--- src/rtl/mem_access_unit.sv ---
// Sub-word load/store adapter between EX/MEM and a word-only, synchronous-read DataMemory.
// Loads take one extra cycle for the read; sb/sh do a read-modify-write over two cycles.
module mem_access_unit #(
  parameter bit BIG_ENDIAN = 1'b0
) (
  input  logic        clk,
  input  logic        reset,
  input  logic        MemRead,
  input  logic        MemWrite,
  input  logic [1:0]  MemSize,
  input  logic        MemUnsigned,
  input  logic [31:0] ALUResult,
  input  logic [31:0] StoreData,
  output logic [31:0] mem_addr,
  output logic        mem_we,
  output logic [31:0] mem_wdata,
  input  logic [31:0] mem_rdata,
  output logic [31:0] LoadData,
  output logic        load_valid,
  output logic        stall,
  output logic        misaligned,
  output logic [31:0] BadAddr
);

  typedef enum logic [1:0] {S_IDLE, S_LOAD, S_RMW} state_t;

  state_t      r_state;
  state_t      w_next;
  logic [31:0] r_addr;
  logic [31:0] r_wdata;
  logic [1:0]  r_size;
  logic        r_uns;

  logic w_req;
  logic w_is_word;
  logic w_is_half;
  logic w_mis;

  function automatic logic [1:0] byte_lane(input logic [1:0] a);
    return BIG_ENDIAN ? ~a : a;
  endfunction

  function automatic logic half_lane(input logic a1);
    return BIG_ENDIAN ? ~a1 : a1;
  endfunction

  function automatic logic [31:0] load_extract(input logic [31:0] word, input logic [1:0] a,
                                               input logic [1:0] sz, input logic uns);
    logic signed [7:0]  b;
    logic signed [15:0] h;
    b = word[{byte_lane(a), 3'b000} +: 8];
    h = word[{half_lane(a[1]), 4'b0000} +: 16];
    case (sz)
      2'b00:   return uns ? {24'd0, b} : 32'(b);
      2'b01:   return uns ? {16'd0, h} : 32'(h);
      default: return word;
    endcase
  endfunction

  function automatic logic [31:0] store_merge(input logic [31:0] word, input logic [1:0] a,
                                              input logic [1:0] sz, input logic [31:0] d);
    logic [31:0] out;
    out = word;
    case (sz)
      2'b00:   out[{byte_lane(a), 3'b000} +: 8]  = d[7:0];
      2'b01:   out[{half_lane(a[1]), 4'b0000} +: 16] = d[15:0];
      default: out = d;
    endcase
    return out;
  endfunction

  // MemSize 11 behaves exactly like a word access, alignment check included
  assign w_req     = MemRead | MemWrite;
  assign w_is_word = MemSize[1];
  assign w_is_half = (MemSize == 2'b01);
  assign w_mis     = w_req & ((w_is_half & ALUResult[0]) | (w_is_word & (|ALUResult[1:0])));

  always_ff @(posedge clk) begin
    if (reset) r_state <= S_IDLE;
    else       r_state <= w_next;
  end

  always_comb begin
    w_next = r_state;
    case (r_state)
      S_IDLE: begin
        if (!w_mis) begin
          if (MemWrite && !w_is_word) w_next = S_RMW;
          else if (MemRead && !MemWrite) w_next = S_LOAD;
        end
      end
      S_LOAD:  w_next = S_IDLE;
      S_RMW:   w_next = S_IDLE;
      default: w_next = S_IDLE;
    endcase
  end

  always_comb begin
    mem_addr  = ALUResult;
    mem_we    = 1'b0;
    mem_wdata = StoreData;
    stall     = 1'b0;
    case (r_state)
      S_IDLE: begin
        if (!w_mis) begin
          if (MemWrite) begin
            if (w_is_word) mem_we = 1'b1;
            else           stall  = 1'b1;
          end else if (MemRead) begin
            stall = 1'b1;
          end
        end
      end
      S_LOAD: mem_addr = r_addr;
      S_RMW: begin
        mem_addr  = {r_addr[31:2], 2'b00};
        mem_we    = 1'b1;
        mem_wdata = store_merge(mem_rdata, r_addr[1:0], r_size, r_wdata);
      end
      default: ;
    endcase
    // reset aborts any in-flight write and releases the pipeline immediately
    if (reset) begin
      mem_we = 1'b0;
      stall  = 1'b0;
    end
  end

  always_ff @(posedge clk) begin
    if (r_state == S_IDLE && w_next != S_IDLE) begin
      r_addr  <= ALUResult;
      r_size  <= MemSize;
      r_uns   <= MemUnsigned;
      r_wdata <= StoreData;
    end
  end

  always_ff @(posedge clk) begin
    if (reset) begin
      LoadData   <= 32'd0;
      load_valid <= 1'b0;
      misaligned <= 1'b0;
      BadAddr    <= 32'd0;
    end else begin
      load_valid <= (r_state == S_LOAD);
      if (r_state == S_LOAD) LoadData <= load_extract(mem_rdata, r_addr[1:0], r_size, r_uns);
      misaligned <= (r_state == S_IDLE) && w_mis;
      if (r_state == S_IDLE && w_mis) BadAddr <= ALUResult;
    end
  end

endmodule

--- config.mk ---
export PLATFORM = sky130hd
export DESIGN_NAME = mem_access_unit
export DESIGN_NICKNAME = d
export VERILOG_FILES = /design/src/rtl/mem_access_unit.sv
export SDC_FILE = /design/constraint.sdc
export NUM_CORES = 1
export LEC_CHECK = 0
export BUFFER_PORTS_ARGS = -buffer_cell sky130_fd_sc_hd__buf_4
export CAP_MARGIN = 40
export CORE_ASPECT_RATIO = 1.5
export CORE_UTILIZATION = 30
export DETAILED_ROUTE_END_ITERATION = 10
export REMOVE_ABC_BUFFERS = 1
export SKIP_CTS_REPAIR_TIMING = 1
export SLEW_MARGIN = 40
export SYNTH_ARGS = -nofsm -noshare
export SYNTH_HDL_FRONTEND = slang
export SYNTH_SLANG_ARGS = --single-unit
export TNS_END_PERCENT = 50
--- constraint.sdc ---
create_clock -name clk -period 5.1 [get_ports clk]
set_input_delay 1.02 -clock clk [delete_from_list [all_inputs] [get_ports clk]]
set_output_delay 1.02 -clock clk [all_outputs]
set_load 0.01 [all_outputs]
==> results of run 1 <==
cell usage in the layout (no fill, tap or decap), types with 13 or more instances in the layout:
cell / synthesis / layout
a211o_1: 16 / 16
a21oi_1: 19 / 19
a31oi_1: 20 / 20
a32oi_1: 14 / 14
a41o_1: 13 / 13
buf_4: 8 / 252
clkbuf_16: 0 / 17
dfxtp_1: 68 / 68
edfxtp_1: 67 / 67
inv_1: 41 / 41
mux2_2: 16 / 16
mux2i_1: 31 / 31
nand2_1: 79 / 79
nand2b_1: 75 / 75
nand3b_1: 14 / 14
nand4b_1: 22 / 22
nand4bb_1: 13 / 13
nor2_1: 53 / 53
o21ai_0: 52 / 52
o41ai_1: 13 / 13
power groups by stage:
stage / clock network (mW) / registers (mW) / logic [mW]
finish: 1.39 / 1.31 / 0.840
global route: 1.46 / 1.32 / 0.912
CTS: 1.42 / 1.31 / 0.848
detailed placement: 0 / 1.33 / 0.845
global placement: 0 / 1.34 / 0.833
floorplan: 0 / 1.37 / 0.380
layer usage:
metal | wire [um] | global-route usage, %
met4 | 742 | 8.67
met3 | 2310 | 7.05
met1 | 11200 | 24.7
met2 | 13900 | 36.8
met5 | 13 | 0
state kept, by name, summed over array words and instances (netlist names):
register	count
r_wdata	32
LoadData	32
BadAddr	32
r_addr	32
misaligned	1
r_size	2
load_valid	1
r_state	2
r_uns	1
how the worst min path moves through the flow:
stage                     slack [ps]     endpoint         from  depth (start not counted)
after detailed placement         460  BadAddr[18]  BadAddr[18]                          2
after floorplan                  480   r_state[0]   r_state[0]                          2
after global routing             500   BadAddr[0]   BadAddr[0]                          2
final                            470  BadAddr[13]  BadAddr[13]                          2
after global placement           460   BadAddr[2]   BadAddr[2]                          2
after CTS                        480  BadAddr[13]  BadAddr[13]                          2
worst min-delay path, delay by kind of cell (launching register included):
| kind | cells | cell delay, ps |
|---|---|---|
| flops | 1 | 310 |
| simple gates | 1 | 60 |
| mux | 1 | 60 |
kinds of logic (layout without fill, tap and decap cells):
group | after synthesis | count (layout) | synth area share, %
AND/OR/NAND/NOR | 310 | 310 | 23.1
buffers and inverters | 120 | 327 | 6.89
multiplexers | 49 | 49 | 6.69
flip-flops | 135 | 135 | 43.4
adder cells (fa/ha/maj) | 8 | 8 | 1.29
AO/OA/AOI/OAI | 202 | 202 | 18.7
synth_stat cells (all sizes together) (2+ instances only):
cell | n | area [um^2]
a21oi | 19 | 95.1
nand3 | 11 | 55.1
o211ai | 8 | 60.1
a31oi | 20 | 125
nand2b | 75 | 469
mux2i | 31 | 310
and3 | 2 | 12.5
o21ai | 52 | 260
nand4bb | 13 | 146
nor4 | 2 | 27.5
nand3b | 14 | 105
a41oi | 11 | 96.3
nor2b | 12 | 82.6
a211o | 16 | 140
a211oi | 8 | 65.1
o41ai | 13 | 114
inv | 41 | 154
nand4b | 22 | 193
nand2 | 79 | 297
nor2 | 53 | 199
clkbuf | 44 | 168
nor4b | 4 | 41.3
a221oi | 3 | 32.5
nor3 | 4 | 25.0
dfxtp | 68 | 1360
and3b | 2 | 17.5
ha | 8 | 100
buf | 34 | 210
a22oi | 9 | 81.3
edfxtp | 67 | 2010
nand4 | 10 | 62.6
a311oi | 8 | 70.1
mux2 | 18 | 210
a41o | 13 | 130
a32oi | 14 | 123
nor3b | 2 | 20.0
layout make-up:
class | count | share of cell area (%)
inverter | 42 | 1.52
timing repair buffer | 253 | 18.3
clock buffer | 18 | 4.14
multi-input combinational | 569 | 37.4
sequential | 135 | 32.5
tap | 328 | 3.95
clock inverter | 14 | 2.17
==> results.yml, run 1 <==
logic_synthesis:
  ys_types: 63
  synth_edf_count: 67
  netlist_instances: 824
  synth_seq_cells: 135
  yosysWarnings: 0
  syn-cell-area_um2: 7780
  avgSynthCellArea_um2: 9.44
  seq_area_frac_synth_pct: 43.4
  async_reset_ff_share_pct: 0
  synth_flop_cell: "dfxtp_1"
place:
  io_buffers: 234
  pre_cts_ws_ps: 1670
  post-place-cells: 1327
  place_area_um2: 9720
  place_congestion: 0.829
  hpwl_um: 20400
power_and_ir_drop:
  p_switching_mw: 1.06
  p_int_mw: 2.48
  power_leakage_nw: 4.15
  p_total_mw: 3.54
  seqPwrFrac_pct: 37.1
  combinationalPowerShare_pct: 23.7
  power_density_nw_per_um2: 341
  switching_share_pct: 29.8
  ir_drop_mv: 0.241
  clock_power_share_pct: 39.2
critical_path:
  cp_max_fo: 13
  reg2regPathDepth: 6
  max_stage_delay_ps: 570
  crit_path_start_kind: "register"
  critPathSlowestCell: "edfxtp_1"
  worst_ep_required_time_ps: 4080
  crit_start: "r_addr[0]"
  crit_arrival_ps: 2870
  crit_family: "compound AO/OA/AOI/OAI gates"
  end_kind: "output port"
  r2r-end: "LoadData[7]"
  r2r_slack_ps: 2730
  crit_buf_inv: 2
  r2r_start: "r_state[1]"
  crit_type: "register to output port"
  crit_path_end: "mem_wdata[23]"
  path_cells: "inv_1, ha_1, nor2_1, a32oi_1, o41ai_1, buf_4"
  path_depth: 6
layout:
  drive_gt1_share_pct: 30.6
  n_antenna_cell: 0
  nets: 1129
  fillCellCount: 2581
  regArea_um2: 3370
  fin_util_pct: 41.1
  final_cells: 1359
  syn2layout_area_growth_pct: 33.5
  final_area_um2: 10400
  multi_input_area_um2: 3880
global_route:
  grt_pass1_vias: 7262
  grt_max_degree: 60
  track_usage_pct: 21.5
  grt.overflow.total: 0
  grt_pass1_wl_um: 42900
  antenna_found_initial: 1
timing:
  max-slew-margin-rel_pct: 44.9
  maxSlewViolCount: 0
  hold_viol: 0
  period_needed_ps: 3890
  worstMarginPinSlew_ps: 827
  setup_viol: 0
  final.setup.tns_ps: 0
  finalCritPeriodShare_pct: 76.2
  rsz0062_at_grt: "false"
  setup_ws_ps: 1210
  max_freq_ghz: 0.257
  finClkSkew_ps: 11.7
  holdWs_ps: 474
drt:
  ant_nets: 0
  route.detailed.drc: 0
  wl_um: 28200
  first_pass_iters: 5
  vias: 7270
  viasPerCell: 5.35
  wl_per_cell_um: 20.7
  drtIter0Drc: 380
floorplan:
  ioPinCount: 235
  initial_core_util_pct: 30.8
  placementRows: 71
  core_area_um2: 25200
  dieArea_um2: 26600
  fp.dieW_um: 133
  die_h_um: 199
clock_tree:
  clkSinkCount: 135
  cts_tree: "done"
  clk_pin_slew_ps: 60
  h-tree-depth: 4
  clockBufferDepth: 2
  numCtsBuffers: 17
  insertion_delay_ps: 430
  root_buffer: "clkbuf_16"
worst_hold_path:
  hp-class: "register to register"
status:
  outcome: "finished clean"
job:
  cap_violations: 0
No activity file was read; power rests on OpenSTA's default activity.
==> inputs of run 2 (changes only) <==
- ABC_AREA: unset -> 1
- clock period: 5.1 -> 4.05 ns (I/O delays scaled with it)
==> run 2 against run 1 <==
Net effect: flip-flop and latch count unchanged; area after synthesis down 12%; setup slack worse by 860 ps; largest power group is now sequential cells; register-to-register slack worse by 720 ps; routed wire length down 14%; the run now ends with DRC left; critical endpoint is now mem_wdata[25]; highest routed layer is now met4.
==> results.yml, run 2 <==
layout:
  multi_input_area_um2: 2860
  nets: 1194
  regArea_um2: 3370
  final_common_cell: "buf_4"
  fillCellCount: 2300
  mostFrequentLayoutCells: "buf_4, a21oi_1, o21ai_0, nand2_1, inv_1"
  drive_gt1_share_pct: 26.4
  syn2layout_area_growth_pct: 37.5
logic_synthesis:
  async_reset_ff_share_pct: 0
  synth_flop_cell: "dfxtp_1"
  synth_edf_count: 67
  seq_area_frac_synth_pct: 49.1
  yosysWarnings: 0
  netlist_instances: 877
  yosysTopAreaCell: "edfxtp_1"
  synth_top_area_share_pct: 29.3
  yosys.cell_count.top_type: "a21oi_1"
  synth_common_cells: "a21oi_1, o21ai_0, nand2_1"
  ys_types: 28
  synth_area_leaders: "edfxtp_1, dfxtp_1, a21oi_1"
  syn-cell-area_um2: 6870
  avgSynthCellArea_um2: 7.83
  synth_seq_cells: 135
drt:
  wl_um: 24300
  vias: 6918
  ant_nets: 0
  drtIter0Drc: 400
  first_pass_iters: 7
  viasPerCell: 5.04
  route.detailed.drc: 11
  wl_per_cell_um: 17.7
job:
  cap_violations: 0
place:
  io_buffers: 234
  place_congestion: 0.842
  hpwl_um: 17600
global_route:
  met1_usage_pct: 22.5
  track_usage_pct: 20.6
  grt.overflow.total: 0
  use_met3_pct: 5.86
  grt_pass1_vias: 6682
  grt_max_degree: 68
  top_usage_layer: "met2"
  grt_pass1_wl_um: 37300
  met2_usage_pct: 36.4
  antenna_found_initial: 1
clock_tree:
  clk_pin_slew_ps: 60
  clkSinkCount: 135
  cts_tree: "done"
  numCtsBuffers: 17
  clockBufferDepth: 2
  root_buffer: "clkbuf_16"
  insertion_delay_ps: 420
  h-tree-depth: 4
critical_path:
  end_kind: "output port"
  crit_start: "r_addr[0]"
  crit_type: "register to output port"
  crit_path_start_kind: "register"
  cp_max_fo: 14
  crit_arrival_ps: 2880
  worst_ep_required_time_ps: 3240
  r2r_start: "r_size[1]"
timing:
  max-slew-margin-rel_pct: 54.1
  maxSlewViolCount: 0
  holdWs_ps: 483
  hold_viol: 0
  setup_viol: 0
  finalCritPeriodShare_pct: 91.1
  worstMarginPinSlew_ps: 684
  finClkSkew_ps: 6.30
  max_freq_ghz: 0.271
  rsz0062_at_grt: "false"
  period_needed_ps: 3690
  final.setup.tns_ps: 0
floorplan:
  ioPinCount: 235
  die_h_um: 187
  fp.dieW_um: 126
  core_area_um2: 22400
  dieArea_um2: 23500
  placementRows: 67
  initial_core_util_pct: 30.7
power_and_ir_drop:
  power_density_nw_per_um2: 446
  power_leakage_nw: 4.25
  ir_drop_mv: 0.343
worst_hold_path:
  hp-class: "register to register"
  worstHoldStart: "LoadData[3]"
status:
  violations: "DRC"
  outcome: "finished, violations left"
==> run 2: worst max-delay path: stages, from the launching register on <==
cell and delay (ps):
edfxtp_1 640, inv_1 260, ha_1 410, nand3b_1 420, o22ai_1 220, nand2_1 70
a21oi_1 270, buf_4 180
==> run 2: cell type report <==
cell class	instances	area share (%)
multi-input cells	580	30.3
clock inverters	11	1.54
inverters	102	4.07
diodes	1	0.0265
clock buffers	21	5.00
repair buffers	247	19.6
well taps	276	3.66
flip-flops and latches	135	35.7
==> run 2: metal layers <==
| metal | vias to the layer above | wire [um] |
|---|---|---|
| met3 | 44 | 1780 |
| met1 | 3196 | 9280 |
| li1 | 3420 | - |
| met5 | - | 0 |
| met4 | 0 | 841 |
| met2 | 258 | 12400 |
==> run 2: kinds of logic (layout without fill, tap and decap cells) <==
group,after synthesis,in the layout,synth area share [%]
other cells,0,1,0
buf+inv,162,381,9.44
compound gates,326,326,24.9
simple gates,246,246,15.1
fa+ha+maj,8,8,1.46
flops,135,135,49.1
==> run 2: final timing paths <==
check / depth (start not counted) / slack [ps] / to
max: 7 / 360 / mem_wdata[25]
max reg2reg: 6 / 2010 / LoadData[1]
min reg2reg: 2 / 480 / LoadData[3]
min: 2 / 480 / LoadData[3]
==> run 2: report_power, final <==
| group | internal [mW] | switching (mW) |
|---|---|---|
| Clock | 1.02 | 0.605 |
| Combinational | 0.359 | 0.559 |
| Sequential | 1.59 | 0.0769 |
==> run 2: stage by stage <==
| step | util (%) | setup slack, ps | cell area [um^2] | power, mW | cells |
|---|---|---|---|---|---|
| floorplan | - | 458 | 6600 | 2.13 | 817 |
| global placement | 39.4 | 924 | 8810 | 2.61 | 1340 |
| detailed placement | 39.4 | 869 | 8820 | 2.62 | 1340 |
| CTS | 42.2 | 387 | 9440 | 4.26 | 1372 |
| global route | 42.2 | 140 | 9440 | 4.41 | 1373 |
| finish | 42.2 | 359 | 9440 | 4.22 | 1373 |
==> inputs of run 3 (changes only) <==
- CAP_MARGIN: 40 -> 20
- CORE_ASPECT_RATIO: 1.5 -> 1.25
==> run 3 against run 2 <==
Net effect: the run now ends clean; worst hold slack better by 6.7 ps; total power fell by 1.2%; die area about the same; utilization increased by 0.099 points; sequential share of layout area shrank 0.052 points; clock-buffer cell count down 3; non-clock buffer count grew 5; clock skew grew 2.5 ps; combinational power up 1%; routed wire length grew 0.53%; first-iteration DRC count rose by 23%; setup slack gained 92 ps; largest power group unchanged; highest routed layer is now met5.
==> results.yml, run 3 (synthesis results as in run 2) <==
status:
  outcome: "finished clean"
clock_tree:
  clkSinkCount: 135
  root_buffer: "clkbuf_16"
  cts_tree: "done"
  h-tree-depth: 4
  clockBufferDepth: 2
  clk_pin_slew_ps: 70
  numCtsBuffers: 17
  insertion_delay_ps: 420
global_route:
  grt_max_degree: 58
  grt_pass1_wl_um: 37400
  grt_pass1_vias: 6700
  grt.overflow.total: 0
  track_usage_pct: 21.1
  antenna_found_initial: 2
place:
  place_area_um2: 8870
  io_buffers: 234
  hpwl_um: 17800
  place_congestion: 0.831
  post-place-cells: 1352
worst_hold_path:
  worstHoldStart: "LoadData[1]"
  hp-class: "register to register"
drt:
  viasPerCell: 5.04
  wl_per_cell_um: 17.6
  vias: 6986
  ant_nets: 0
  route.detailed.drc: 0
  drtIter0Drc: 491
  first_pass_iters: 5
  wl_um: 24400
critical_path:
  r2r_slack_ps: 2120
  crit_type: "register to output port"
  r2r_start: "r_addr[0]"
  crit_start: "r_addr[0]"
  end_kind: "output port"
  reg2regPathDepth: 6
  r2r-end: "LoadData[28]"
  critPathSlowestCell: "edfxtp_1"
  path_cells: "inv_1, ha_1, nor2_1, nand3_1, o22ai_1, nand2_1, a21oi_1, buf_4"
  crit_arrival_ps: 2790
  max_stage_delay_ps: 630
  crit_path_start_kind: "register"
  worst_ep_required_time_ps: 3240
  crit_path_end: "mem_wdata[16]"
  cp_max_fo: 14
floorplan:
  die_h_um: 171
  ioPinCount: 235
  core_area_um2: 22400
  initial_core_util_pct: 30.7
  dieArea_um2: 23500
  fp.dieW_um: 137
  placementRows: 61
layout:
  mostFrequentLayoutCells: "buf_4, a21oi_1, o21ai_0, nand2_1, inv_1"
  drive_gt1_share_pct: 26.8
  fillCellCount: 2321
  final_area_um2: 9450
  final_common_cell: "buf_4"
  nets: 1199
  final_cells: 1385
  syn2layout_area_growth_pct: 37.7
timing:
  worstMarginPinSlew_ps: 722
  maxSlewViolCount: 0
  holdWs_ps: 490
  period_needed_ps: 3600
  final.setup.tns_ps: 0
  setup_viol: 0
  rsz0062_at_grt: "false"
  max_freq_ghz: 0.278
  finClkSkew_ps: 8.79
  finalCritPeriodShare_pct: 88.9
  max-slew-margin-rel_pct: 51.8
  hold_viol: 0
job:
  cap_violations: 0
power_and_ir_drop:
  power_leakage_nw: 4.26
  ir_drop_mv: 0.280
  power_density_nw_per_um2: 441
==> run 3: changes by cell type in the layout (fill, tap and decap cells not counted), moves of 2 or more <==
cell,previous run,this run
buf_4,247,251
bufinv_16,3,1
clkbuf_1,2,0
clkinv_2,4,2
inv_6,0,6
==> run 3: final cells by class <==
class	instances	area, um^2	share of cell area (%)
Antenna cell	1	2.50	0.0265
Clock buffer	18	450	4.76
Clock inverter	14	135	1.43
Inverter	102	384	4.06
Multi-Input combinational cell	580	2850	30.1
Sequential cell	135	3370	35.7
Tap cell	283	354	3.75
Timing Repair Buffer	252	1900	20.1
==> run 3: how the worst min path moves through the flow <==
stage	slack (ps)	endpoint	cells after the start
finish	490	LoadData[1]	2
global route	530	LoadData[4]	2
CTS	490	LoadData[1]	2
detailed placement	470	LoadData[1]	2
global placement	470	LoadData[1]	2
floorplan	520	LoadData[0]	2
==> run 3: layer usage <==
metal	up-vias	global-route usage [%]	wire [um]
met2	298	34.3	11700
li1	3430	-	-
met4	2	8.89	673
met5	-	0	17
met1	3218	25.7	9870
met3	38	6.34	2180
==> run 3: where the power goes <==
group          internal, mW  switching, mW  leakage (nW)
clock network         0.897          0.673         0.283
logic                 0.369          0.561          2.78
registers              1.59         0.0754          1.20
==> run 3: stage by stage <==
step	util, %	total power [mW]	setup slack, ps
2_1_floorplan	-	2.13	458
3_3_place_gp	39.6	2.62	945
3_5_place_dp	39.6	2.63	882
4_1_cts	42.3	4.21	420
5_1_grt	42.3	4.36	110
6_report	42.3	4.17	451
==> run 3: critical path, delay by kind of cell, from the launching register on <==
kind	cells	cell delay, ps
AND/OR/NAND/NOR	3	550
AO/OA/AOI/OAI	2	400
buffers and inverters	2	400
flip-flops	1	630
adder cells (fa/ha/maj)	1	390
